<file path="config.mk">
export PLATFORM = sky130hd
export DESIGN_NAME = instr_fetch_unit_flat
export DESIGN_NICKNAME = d
export VERILOG_FILES = /design/src/rtl/instr_fetch_unit_pkg.sv /design/src/rtl/instr_fetch_unit_if.sv /design/src/rtl/instr_fetch_unit_fetch_out_buffer.sv /design/src/rtl/instr_fetch_unit.sv /design/src/flat_wrapper.sv
export SDC_FILE = /design/constraint.sdc
export NUM_CORES = 1
export LEC_CHECK = 0
export ABC_CLOCK_PERIOD_IN_PS = 3600
export CORE_MARGIN = 1.5
export CORE_UTILIZATION = 40
export CTS_BUF_LIST = sky130_fd_sc_hd__clkbuf_4
export DETAILED_ROUTE_END_ITERATION = 8
export PLACE_DENSITY = 0.74
export SETUP_SLACK_MARGIN = 0.1
export SLEW_MARGIN = 30
export SYNTH_ARGS = -nofsm -noshare
export SYNTH_HDL_FRONTEND = slang
export SYNTH_SLANG_ARGS = --single-unit
</file>
<file path="constraint.sdc">
create_clock -name clk -period 3.6 [get_ports clk]
set_clock_uncertainty 0.2 [all_clocks]
set_input_delay 0.54 -clock clk [delete_from_list [all_inputs] [get_ports clk]]
set_output_delay 0.54 -clock clk [all_outputs]
set_load 0.01 [all_outputs]
</file>
<file path="src/rtl/instr_fetch_unit_pkg.sv">
// Shared types and defaults for the instruction-fetch stage.
package instr_fetch_unit_pkg;

  localparam int unsigned WORD_W   = 16;
  localparam int unsigned OPCODE_W = 4;

  typedef logic [WORD_W-1:0]   word_t;
  typedef logic [OPCODE_W-1:0] opcode_t;

  typedef enum logic [1:0] {
    ST_START,
    ST_FETCH,
    ST_DRAIN,
    ST_HALT
  } fetch_state_e;

  // Instruction plus the address it was fetched from.
  typedef struct packed {
    word_t pc;
    word_t instr;
  } fetch_slot_t;

  localparam word_t   RESET_PC_DEFAULT   = 16'h0000;
  localparam opcode_t HLT_OPCODE_DEFAULT = 4'hF;
  localparam word_t   PC_STEP            = 16'h0002;

  // Sequential PC step; wraps modulo 2^16 without any flag.
  function automatic word_t pc_inc(input word_t pc);
    return WORD_W'(pc + PC_STEP);
  endfunction

endpackage

</file>
<file path="src/rtl/instr_fetch_unit_if.sv">
// Request/acknowledge bus between the fetch stage and instruction memory.
interface instr_fetch_unit_if;
  import instr_fetch_unit_pkg::*;

  logic  imem_req;
  word_t imem_addr;
  logic  imem_ack;
  word_t imem_data;

  modport master (
    output imem_req,
    output imem_addr,
    input  imem_ack,
    input  imem_data
  );

  modport slave (
    input  imem_req,
    input  imem_addr,
    output imem_ack,
    output imem_data
  );

endinterface

</file>
<file path="src/rtl/instr_fetch_unit_fetch_out_buffer.sv">
// Fetch/decode output register: load on a clean fetch, hold under stall,
// clear on consumption or flush.
module fetch_out_buffer
  import instr_fetch_unit_pkg::*;
(
  input  logic  clk,
  input  logic  rst_n,
  input  logic  load,
  input  logic  flush,
  input  logic  consume,
  input  word_t load_pc,
  input  word_t load_instr,
  output word_t pc,
  output word_t instr,
  output word_t next_pc,
  output logic  valid
);

  fetch_slot_t slot_q;

  assign pc    = slot_q.pc;
  assign instr = slot_q.instr;

  // Output slot register; flush (taken branch) wins over load and consume.
  always_ff @(posedge clk) begin
    if (!rst_n) begin
      slot_q  <= '0;
      next_pc <= PC_STEP;
      valid   <= 1'b0;
    end else if (flush) begin
      valid <= 1'b0;
    end else if (load) begin
      slot_q  <= '{pc: load_pc, instr: load_instr};
      next_pc <= pc_inc(load_pc);
      valid   <= 1'b1;
    end else if (consume) begin
      valid <= 1'b0;
    end
  end

endmodule

</file>
<file path="src/rtl/instr_fetch_unit.sv">
// Instruction-fetch stage: owns the PC, runs the imem handshake, honours
// decode stalls and branch redirects, and stops after a HLT.
module instr_fetch_unit
  import instr_fetch_unit_pkg::*;
#(
  parameter word_t   RESET_PC   = RESET_PC_DEFAULT,
  parameter opcode_t HLT_OPCODE = HLT_OPCODE_DEFAULT
) (
  input  logic                      clk,
  input  logic                      rst_n,
  input  logic                      stall,
  input  logic                      branch_en,
  input  word_t                     branch_pc,
  instr_fetch_unit_if.master        imem,
  output word_t                     curr_pc_f,
  output word_t                     curr_instr_f,
  output word_t                     next_pc_f,
  output logic                      valid_f,
  output logic                      halted
);

  fetch_state_e state;
  logic         req_q;
  word_t        addr_q;
  word_t        fetch_pc;
  logic         squash;
  word_t        target_q;

  opcode_t opcode_c;
  word_t   redirect_c;
  logic    clean_ack_c;
  logic    consume_c;

  assign imem.imem_req  = req_q;
  assign imem.imem_addr = addr_q;

  assign opcode_c    = imem.imem_data[WORD_W-1 -: OPCODE_W];
  // A branch arriving with the ack is newer than any held target.
  assign redirect_c  = branch_en ? branch_pc : target_q;
  assign clean_ack_c = (state == ST_FETCH) && imem.imem_ack && !squash && !branch_en;
  assign consume_c   = valid_f && !stall;

  // Output register for the fetch/decode boundary.
  fetch_out_buffer u_out (
    .clk        (clk),
    .rst_n      (rst_n),
    .load       (clean_ack_c),
    .flush      (branch_en),
    .consume    (consume_c),
    .load_pc    (addr_q),
    .load_instr (imem.imem_data),
    .pc         (curr_pc_f),
    .instr      (curr_instr_f),
    .next_pc    (next_pc_f),
    .valid      (valid_f)
  );

  // Fetch FSM with PC, squash and request registers.
  always_ff @(posedge clk) begin
    if (!rst_n) begin
      state    <= ST_START;
      req_q    <= 1'b0;
      addr_q   <= RESET_PC;
      fetch_pc <= RESET_PC;
      squash   <= 1'b0;
      target_q <= RESET_PC;
      halted   <= 1'b0;
    end else begin
      case (state)
        ST_START: begin
          addr_q <= fetch_pc;
          req_q  <= 1'b1;
          state  <= ST_FETCH;
        end
        ST_FETCH: begin
          if (imem.imem_ack) begin
            if (squash || branch_en) begin
              // Stale response: drop it and reissue at the redirect target.
              fetch_pc <= redirect_c;
              addr_q   <= redirect_c;
              squash   <= 1'b0;
            end else begin
              fetch_pc <= pc_inc(addr_q);
              req_q    <= 1'b0;
              if (opcode_c == HLT_OPCODE) begin
                halted <= 1'b1;
                state  <= ST_HALT;
              end else begin
                state  <= ST_DRAIN;
              end
            end
          end else if (branch_en) begin
            // Request stays open; remember to discard its data.
            squash   <= 1'b1;
            target_q <= branch_pc;
          end
        end
        ST_DRAIN: begin
          if (branch_en) begin
            fetch_pc <= branch_pc;
            addr_q   <= branch_pc;
            req_q    <= 1'b1;
            state    <= ST_FETCH;
          end else if (consume_c) begin
            addr_q <= fetch_pc;
            req_q  <= 1'b1;
            state  <= ST_FETCH;
          end
        end
        ST_HALT: begin
          if (branch_en) begin
            fetch_pc <= branch_pc;
            addr_q   <= branch_pc;
            halted   <= 1'b0;
            req_q    <= 1'b1;
            state    <= ST_FETCH;
          end
        end
        default: begin
          state <= ST_START;
          req_q <= 1'b0;
        end
      endcase
    end
  end

endmodule

</file>
<file path="src/flat_wrapper.sv">
// flat-port wrapper written by rule: the top's interface ports become plain ports
module instr_fetch_unit_flat import instr_fetch_unit_pkg::*;
#(
  parameter word_t   RESET_PC   = RESET_PC_DEFAULT,
  parameter opcode_t HLT_OPCODE = HLT_OPCODE_DEFAULT
)
  (clk, rst_n, stall, branch_en, branch_pc, curr_pc_f, curr_instr_f, next_pc_f, valid_f, halted, imem_imem_req, imem_imem_addr, imem_imem_ack, imem_imem_data);
  instr_fetch_unit_if imem_i ();
  input  logic clk;
  input  logic rst_n;
  input  logic stall;
  input  logic branch_en;
  input  word_t branch_pc;
  output word_t curr_pc_f;
  output word_t curr_instr_f;
  output word_t next_pc_f;
  output logic valid_f;
  output logic halted;
  output wire logic [$bits(imem_i.imem_req)-1:0] imem_imem_req;
  output wire logic [$bits(imem_i.imem_addr)-1:0] imem_imem_addr;
  input wire logic [$bits(imem_i.imem_ack)-1:0] imem_imem_ack;
  input wire logic [$bits(imem_i.imem_data)-1:0] imem_imem_data;
  assign imem_imem_req = imem_i.imem_req;
  assign imem_imem_addr = imem_i.imem_addr;
  assign imem_i.imem_ack = imem_imem_ack;
  assign imem_i.imem_data = imem_imem_data;
  instr_fetch_unit #(.RESET_PC(RESET_PC), .HLT_OPCODE(HLT_OPCODE)) u_core (.clk(clk), .rst_n(rst_n), .stall(stall), .branch_en(branch_en), .branch_pc(branch_pc), .imem(imem_i), .curr_pc_f(curr_pc_f), .curr_instr_f(curr_instr_f), .next_pc_f(next_pc_f), .valid_f(valid_f), .halted(halted));
endmodule
</file>
# [Word-level counts from Yosys, hierarchy flattened]
# Cells that the tools add are included.
[classes] addsub=1 mul=0 div=0 order_cmp=0 n_eq_ne=12 n_shift=0 mux=32 n_bitwise=3 reduce_logical=22
[op_table] cell="16-bit 2-to-1 mux" n=8
[op_table] cell="16-bit one-hot mux with 4 select lines" n=1
[op_table] cell="16-bit one-hot mux with 2 select lines" n=1
[op_table] cell="16-bit by 2-bit adder with 16-bit output (second input constant)" n=1
[op_table] cell="1-bit 2-to-1 mux" n=14
[op_table] cell="2-bit 2-to-1 mux" n=5
[op_table] cell="2-bit inequality test (second input constant)" n=5
[op_table] cell="2-bit one-hot mux with 4 select lines" n=1
[op_table] cell="4-bit AND reduction" n=2
[op_table] cell="2-bit nonzero test" n=4
[op_table] cell="3-bit AND reduction" n=2
[op_table] cell="5-bit AND reduction" n=1
[op_table] cell="2-bit equality test (second input constant)" n=2
[op_table] cell="4-bit equality test (second input constant)" n=1
[op_table] cell="1-bit logical AND" n=4
[op_table] cell="2-bit by 1-bit inequality test with 1-bit output (second input constant)" n=2
[op_table] cell="1-bit one-hot mux with 4 select lines" n=1
[op_table] cell="2-bit AND reduction" n=2
[op_table] cell="2-bit OR reduction" n=2
[op_table] cell="1-bit zero test" n=3
[op_table] cell="3-bit by 2-bit inequality test with 1-bit output (second input constant)" n=1
[op_table] cell="1-bit NOT" n=3
[op_table] cell="2-bit by 1-bit equality test with 1-bit output (second input constant)" n=1
[op_table] cell="2-bit zero test" n=1
[op_table] cell="other kinds (2)" n=2
[word_totals] register_bits=102 latch_bits=0 mem_bits_rw=0 rom_bits=0 word_cells=81 n_memories=0

# [Longest topological paths before layout]
# Gate-level depths: netlist of the first run.
[depth] ltp_word=5 mapped_depth=7

# [Hierarchy]
# From an unflattened synthesis of the first run, not the netlist that was laid out.
[hier_totals] hier_cells=616 area_unflattened_um2=4937.2
[by_module_without_submodules] mod="instr_fetch_unit" instances=1 cells_each=382 area_each_um2=2949.1 seq_area_each_um2=1061.0
[by_module_without_submodules] mod="fetch_out_buffer" instances=1 cells_each=234 area_each_um2=1988.2 seq_area_each_um2=960.9

# [Least setup slack after synthesis of the first run]
# Ideal clock, no wire load.
[synth_timing] path_kind="input-to-reg" start="in stall" end="reg u_core.addr_q[14], in the netlist u_core.imem.imem_addr[14]" setup_time_ps=124 arrival_ps=1747 path_slack_ps=1528 path_stages=7 n_path_buf=2 path_cell_list="or3b_1 > a221oi_2 > nor2b_1 > clkbuf_1 > buf_2 > nand2_1 > o31ai_2"
[synth_via] elab_chain_cells=4
[synth_rtl] item="from (decl)" line_no="flat_wrapper.sv:11" text="input logic stall;"
[synth_rtl] item="1-bit zero test" line_no="instr_fetch_unit.sv:41" text="assign consume_c = valid_f && !stall;"
[synth_rtl] item="1-bit logical AND" line_no="instr_fetch_unit.sv:41"
[synth_rtl] item="3-bit by 2-bit inequality test with 1-bit output (no source line)"
[synth_rtl] item="4-bit AND reduction (no source line)"
[synth_rtl] item="to (signal assigned)" line_no="instr_fetch_unit.sv:71" text="addr_q <= fetch_pc;"
[synth_rtl] item="to (signal assigned)" line_no="instr_fetch_unit.sv:80" text="addr_q <= redirect_c;"
[synth_rtl] item="to (signal assigned)" line_no="instr_fetch_unit.sv:101" text="addr_q <= branch_pc;"
[synth_rtl] item="to (decl)" line_no="instr_fetch_unit.sv:24" text="word_t addr_q;"
# No other way between the ends.
# A chain may end at the register's enable or synchronous reset.

# [Worst setup path after layout of the first run]
[layout_timing] start="in branch_en" end="reg u_core.addr_q[4], in the netlist u_core.imem.imem_addr[4]"
[layout_via] elab_chain_cells=4 elab_cells_between_ends=10 cone_classes="eq/ne (3); mux (5); reduce/logical (2)"
[layout_rtl] item="from (decl)" line_no="flat_wrapper.sv:12" text="input logic branch_en;"
[layout_rtl] item="16-bit 2-to-1 mux"
[layout_rtl] item="16-bit 2-to-1 mux" line_no="instr_fetch_unit.sv:77" text="if (squash || branch_en) begin"
[layout_rtl] item="16-bit 2-to-1 mux" line_no="instr_fetch_unit.sv:76" text="if (imem.imem_ack) begin"
[layout_rtl] item="16-bit one-hot mux with 4 select lines" line_no="instr_fetch_unit.sv:69" text="case (state)"
# Several ways; a longest one is shown, not always the timed one. The select of a mux whose other input is x is not followed.

==> reports/qor.yml, run 1 <==
run_status:
  status: "completed"
worst_setup_path:
  r2r-start: "u_core.squash"
  cp-start-kind: "input pin"
  slowest_stage: "clkdlybuf4s50_1"
  crit_path_end_kind: "flop"
  crit_chain: "clkdlybuf4s50_1, buf_4, nor2b_1, a221oi_2, nand2_2, o31ai_1"
  crit_arrival_ns: 2.63
  path_class: "in -> reg"
  worst-path-max-fanout: 31
  ff2ff_path_depth: 6
  timing.rr.end: "u_core.u_out.instr[9]"
  reg2reg_slack_ns: 1.19
  critPathRequiredTime_ns: 3.77
  cp_slowest_stage_delay_ns: 0.54
drt:
  drc_errors: 0
  wire_per_inst_um: 16.95
  viasPerCell: 5.528
  ant_nets: 0
  first_pass_iters: 5
  drt_iter0_markers: 351
  finalWirelength_um: 13540
  vias: 4417
die:
  die_height_um: 111.4
  ios: 104
  start_util: 0.4115
  core_area_sq_um: 11420
  fp.dieW_um: 111.4
  row_count: 39
  die_area_sq_um: 12400
timing:
  fmax_ghz: 0.4071
  tns_ns: 0
  period_share: 0.6823
  max-slew-margin-rel: 0.4496
  min_period_ns: 2.456
  slew_viol_final: 0
  worst_slew_pin_slew_ns: 0.8251
  holdWs_ns: 0.1960
  rsz0062_at_grt: "no"
  setup_viol: 0
  final_hold_viol_count: 0
min_path:
  hold_end: "u_core.imem.imem_addr[15]"
  hp-class: "in -> reg"
  worstHoldStart: "rst_n"
  hold_depth: 2
clocking:
  root_buffer: "clkbuf_4"
  clk_pin_slew_ns: 0.17
  cts_tree: "yes"
  clk-insertion-delay-late_ns: 0.46
  cts_resized: 0
  postCtsSetupBuffers: 0
  cts.htree.levels: 3
  cts_made_buffers: 9
  cts_max_path_buffers: 2
  clock_sinks: 101
  cts_hold_buf: 0
layout:
  area_growth_syn_to_layout_pct: 25.97
  drive_gt1_frac: 0.07317
  antenna_cells: 0
  nets: 689
yosys:
  synth.distinct_cells: 49
  ys_warn_count: 0
  yosysTopAreaCellShare: 0.4304
  ys_ff_latch: 101
  ys.flop_type: "dfxtp_1"
  synthSimpleGateAreaFrac: 0.2162
  synth_common_cells: "nand2_1, dfxtp_1, a21boi_0"
  synth_mux_area_frac: 0.008788
  synth_xor_area_frac: 0.02237
  synthCells: 575
  synth_top_family_by_area: "compound AO/OA/AOI/OAI gates"
  syn_nets: 613
  syn-cell-area_sq_um: 4698
  synth_edf_count: 0
  synthAdderAreaFrac: 0.002663
  seq_area_frac_synth: 0.4304
  yosysTopAreaCell: "dfxtp_1"
  synth.area.top_cells: "dfxtp_1, nand2_1, a21boi_0, o22a_1, a21oi_1"
  synth.most_common_cell: "nand2_1"
  synthArstFlopShare: 0
  syn_area_per_cell_sq_um: 8.171
  synth-compound-area-share: 0.2714
flow_run:
  cap_violations: 0
grt:
  grt_pass1_vias: 4172
  grt_pass1_wl_um: 22020
  grt_max_degree: 84
  grt.overflow.total: 0
  globalRouteTotalUtil: 0.2186
  antenna_found_initial: 0
place:
  portBuffers: 103
  hpwl_um: 9306
  gp_congestion: 0.8150
power_and_ir_drop:
  p_per_area_nw_per_um2: 396.7
  p_leak_nw: 2.127
  ir_drop_mv: 0.1755
cell usage in the layout, fill, tap and decap left out, types with 3 or more instances in the layout:
cell	instances
nand2_1	144
clkdlybuf4s50_1	102
dfxtp_1	101
a21boi_0	51
a21oi_1	26
o21ai_0	23
nor3_1	20
nor2_1	19
o22a_1	15
o22ai_1	15
buf_4	11
o211a_1	10
o31ai_2	10
nand3_1	9
clkbuf_4	9
o211ai_1	8
nand2b_1	7
o31ai_1	7
xnor2_1	6
xor2_1	6
and3_1	5
nand4_1	5
or3_1	4
inv_6	4
nor2b_1	3
mux2i_1	3
nor3b_1	3
layout make-up:
class,count,area (sq um)
Tap cell,143,178.9
Multi-Input combinational cell,422,2457
Timing Repair Buffer,115,1129
Clock inverter,7,56.30
Sequential cell,101,2022
Inverter,2,7.507
Clock buffer,9,67.56
Fill cell,1101,5500
flip-flops by register name (all words and copies together) (netlist names):
register,count
u_core.imem.imem_addr,16
u_core.u_out.instr,16
u_core.imem.imem_req,1
u_core.u_out.pc,15
u_core.state,2
u_core.target_q,16
u_core.halted,1
u_core.u_out.valid,1
u_core.fetch_pc,16
u_core.squash,1
u_core.u_out.next_pc,16
cell families after synthesis:
group,after synthesis
buffers and inverters,52
DFF,101
adders and majority gates,1
xor gates and xnor gates,12
AOI/OAI and AO/OA,174
and+or+nand+nor,231
muxes,4
power by group:
part / switching, mW / total [mW] / internal (mW)
Combinational: 0.266 / 0.506 / 0.240
Sequential: 0.0850 / 1.27 / 1.19
Clock: 0.416 / 0.569 / 0.153
Total: 0.767 / 2.35 / 1.58
how the worst max path moves through the flow:
stage               slack [ns]                      from  cells after the start                         to
global placement          0.47                 branch_en                      6   u_core.imem.imem_addr[9]
CTS                       1.16  u_core.imem.imem_addr[9]                      1          imem_imem_addr[9]
detailed placement        0.69                 branch_en                      6      u_core.u_out.instr[9]
floorplan                 1.53                     stall                      7  u_core.imem.imem_addr[14]
global route              0.95             u_core.squash                      6    u_core.u_out.next_pc[7]
finish                    1.14                 branch_en                      6   u_core.imem.imem_addr[4]
metrics by stage:
step	instance area [sq um]	power [mW]	cells	worst slack, ns	utilization
3_5_place_dp	5794	1.795	783	0.6907	0.5075
4_1_cts	5918	2.355	799	1.162	0.5183
3_3_place_gp	5792	1.784	783	0.4668	0.5072
2_1_floorplan	4698	1.572	575	1.528	-
5_1_grt	5918	2.456	799	0.9493	0.5183
6_report	5918	2.347	799	1.144	0.5183
critical path: cells and delay by family:
family | cells | cell delay [ns]
simple gates | 2 | 0.48
buf+inv | 2 | 0.89
compound gates | 2 | 0.72
layer usage:
layer	wire, um	part of all wire	global-route usage	vias up
li1	-	-	-	2159
met1	6508	0.48	0.3011	2081
met2	5980	0.44	0.3415	150
met3	741	0.055	0.03702	27
met4	314	0.023	0.09030	0
met5	0	0	0	-
Power figures use the tool's default switching activity.
==> run 2: changes to the inputs <==
Settings changed: ABC_CLOCK_PERIOD_IN_PS 3600 to 2100, PLACE_DENSITY 0.74 to 0.76.
Clock period 3.6 ns to 2.1 ns, I/O delays scaled along.
==> run 2 against run 1 <==
Cell area is 14% higher; sequential power is 69% higher; non-clock buffer count is 62 higher; final cell count grew 7.8%; sequential share of layout area is 3.8 points lower; critical path type is now reg -> reg; critical endpoint is now u_core.fetch_pc[14]; largest cell class unchanged.
==> reports/qor.yml, run 2 (synthesis results as in run 1) <==
worst_setup_path:
  path_class: "reg -> reg"
  crit_arrival_ns: 2.21
  cp_slowest_stage_delay_ns: 0.40
  r2r-start: "u_core.state[1]"
  path_buf_inv: 2
  cp-start-kind: "flop"
  timing.rr.end: "u_core.fetch_pc[14]"
  worst-path-max-fanout: 6
  critPathRequiredTime_ns: 2.30
  crit_path_end_kind: "flop"
  slowest_stage: "dfxtp_4"
  cp_top_family: "simple AND/OR/NAND/NOR gates"
  reg2reg_slack_ns: 0.09
  crit_chain: "buf_6, nand3b_1, nor3_4, buf_4, nand2b_1, mux2_4, and3_4"
  ff2ff_path_depth: 7
layout:
  regArea_sq_um: 2046
  layout_common_cells: "nand2_1, clkdlybuf4s50_1, dfxtp_1"
  drive_gt1_frac: 0.1852
  mostFrequentLayoutCell: "nand2_1"
  antenna_cells: 0
  instances_no_fill: 861
  n_fill_cell: 1011
  stdcell_area_sq_um: 6736
  nets: 751
  multi_input_area_sq_um: 2608
  area_growth_syn_to_layout_pct: 43.38
drt:
  viasPerCell: 5.518
  wire_per_inst_um: 16.48
  dr_wl_met2_um: 6578
  met1_length_um: 6617
  finalWirelength_um: 14190
  ant_nets: 0
  wl_met3_um: 770
  drc_errors: 0
  vias: 4751
  dr.max_layer_used: "met4"
  first_pass_iters: 5
  drt_iter0_markers: 354
timing:
  fmax_ghz: 0.4965
  period_share: 0.9591
  slew_viol_final: 0
  holdWs_ns: 0.1259
  worst_slew_pin_slew_ns: 0.4142
  max-slew-margin-rel: 0.7217
  final_hold_viol_count: 0
  rsz0062_at_grt: "yes"
  min_period_ns: 2.014
  setup_viol: 0
  layout_setup_ws_ns: 0.08581
power_and_ir_drop:
  p_sw_frac: 0.3110
  seqPwrFrac: 0.472
  power.total_mw: 4.530
  p_sw_mw: 1.409
  ir_drop_mv: 0.2936
  clkPwrFrac: 0.271
  internal-power_mw: 3.121
  p_leak_nw: 2.609
  p_comb_frac: 0.257
  p_per_area_nw_per_um2: 672.5
clocking:
  cts_made_buffers: 9
  root_buffer: "clkbuf_4"
  cts_tree: "yes"
  clk_pin_slew_ns: 0.17
  cts_max_path_buffers: 2
  clock_sinks: 101
  cts.htree.levels: 3
  clk-insertion-delay-late_ns: 0.48
die:
  row_count: 39
  core_area_sq_um: 11420
  ios: 104
  die_height_um: 111.4
  start_util: 0.4115
  fp.dieW_um: 111.4
  die_area_sq_um: 12400
grt:
  grt_pass1_wl_um: 22330
  grt.overflow.total: 0
  grt_max_degree: 90
  antenna_found_initial: 0
  globalRouteTotalUtil: 0.2209
  grt_pass1_vias: 4318
place:
  portBuffers: 103
  gp_congestion: 0.8811
  hpwl_um: 9950
  placement.cell_area_sq_um: 6212
  pre_cts_ws_ns: -0.3267
  dp.cells: 829
min_path:
  hp-class: "in -> reg"
  worstHoldStart: "rst_n"
  hold_end: "u_core.u_out.next_pc[1]"
  hold_depth: 3
run_status:
  status: "completed"
flow_run:
  cap_violations: 0
run 2: power by group through the flow:
| stage | Combinational (mW) | Clock, mW | Sequential [mW] |
|---|---|---|---|
| after floorplan | 0.500 | 0 | 2.19 |
| after global placement | 1.02 | 0 | 2.17 |
| after detailed placement | 1.04 | 0 | 2.17 |
| after CTS | 1.04 | 1.23 | 2.13 |
| after global routing | 1.25 | 1.33 | 2.15 |
| final | 1.17 | 1.23 | 2.14 |
run 2: worst min-delay path, cell delays in order:
cell and delay [ns]:
buf_2 0.13, buf_12 0.22, nand2_1 0.09
run 2: metrics by stage:
step | TNS [ns] | util
5_1_grt | 0 | 0.5900
6_report | 0 | 0.5900
3_5_place_dp | -8.848 | 0.5441
4_1_cts | 0 | 0.5630
2_1_floorplan | 0 | -
3_3_place_gp | -4.991 | 0.5441
run 2: worst max-delay path by stage:
stage,startpoint,endpoint,slack [ns],cells after the start
6_report,u_core.state[1],u_core.fetch_pc[14],0.09,7
5_1_grt,u_core.state[0],u_core.target_q[0],0.04,7
4_1_cts,u_core.state[0],u_core.u_out.next_pc[6],0.06,7
3_5_place_dp,branch_en,u_core.imem.imem_addr[4],-0.33,6
3_3_place_gp,stall,u_core.imem.imem_addr[1],-0.22,7
2_1_floorplan,u_core.u_out.valid,u_core.imem.imem_addr[14],0.17,7
run 2: layer usage:
| layer | track usage | vias up |
|---|---|---|
| met5 | 0 | - |
| met4 | 0.07173 | 0 |
| met3 | 0.03647 | 26 |
| met2 | 0.3468 | 160 |
| met1 | 0.3109 | 2269 |
| li1 | - | 2296 |
run 2: layout make-up:
| type | count | area share |
|---|---|---|
| clock buffer | 9 | 0.01003 |
| clock inverter | 7 | 0.01560 |
| inverter | 2 | 0.001114 |
| multi-input combinational | 422 | 0.3871 |
| sequential | 101 | 0.3037 |
| tap | 143 | 0.02656 |
| timing repair buffer | 177 | 0.2559 |
run 2: repair_timing:
action | in CTS | in global routing
setup endpoints to repair | 75 | 63
gates cloned | 0 | 2
hold buffers | 0 | 0
buffers inserted | 3 | 11
pin swaps | 1 | 10
resized for setup | 30 | 30
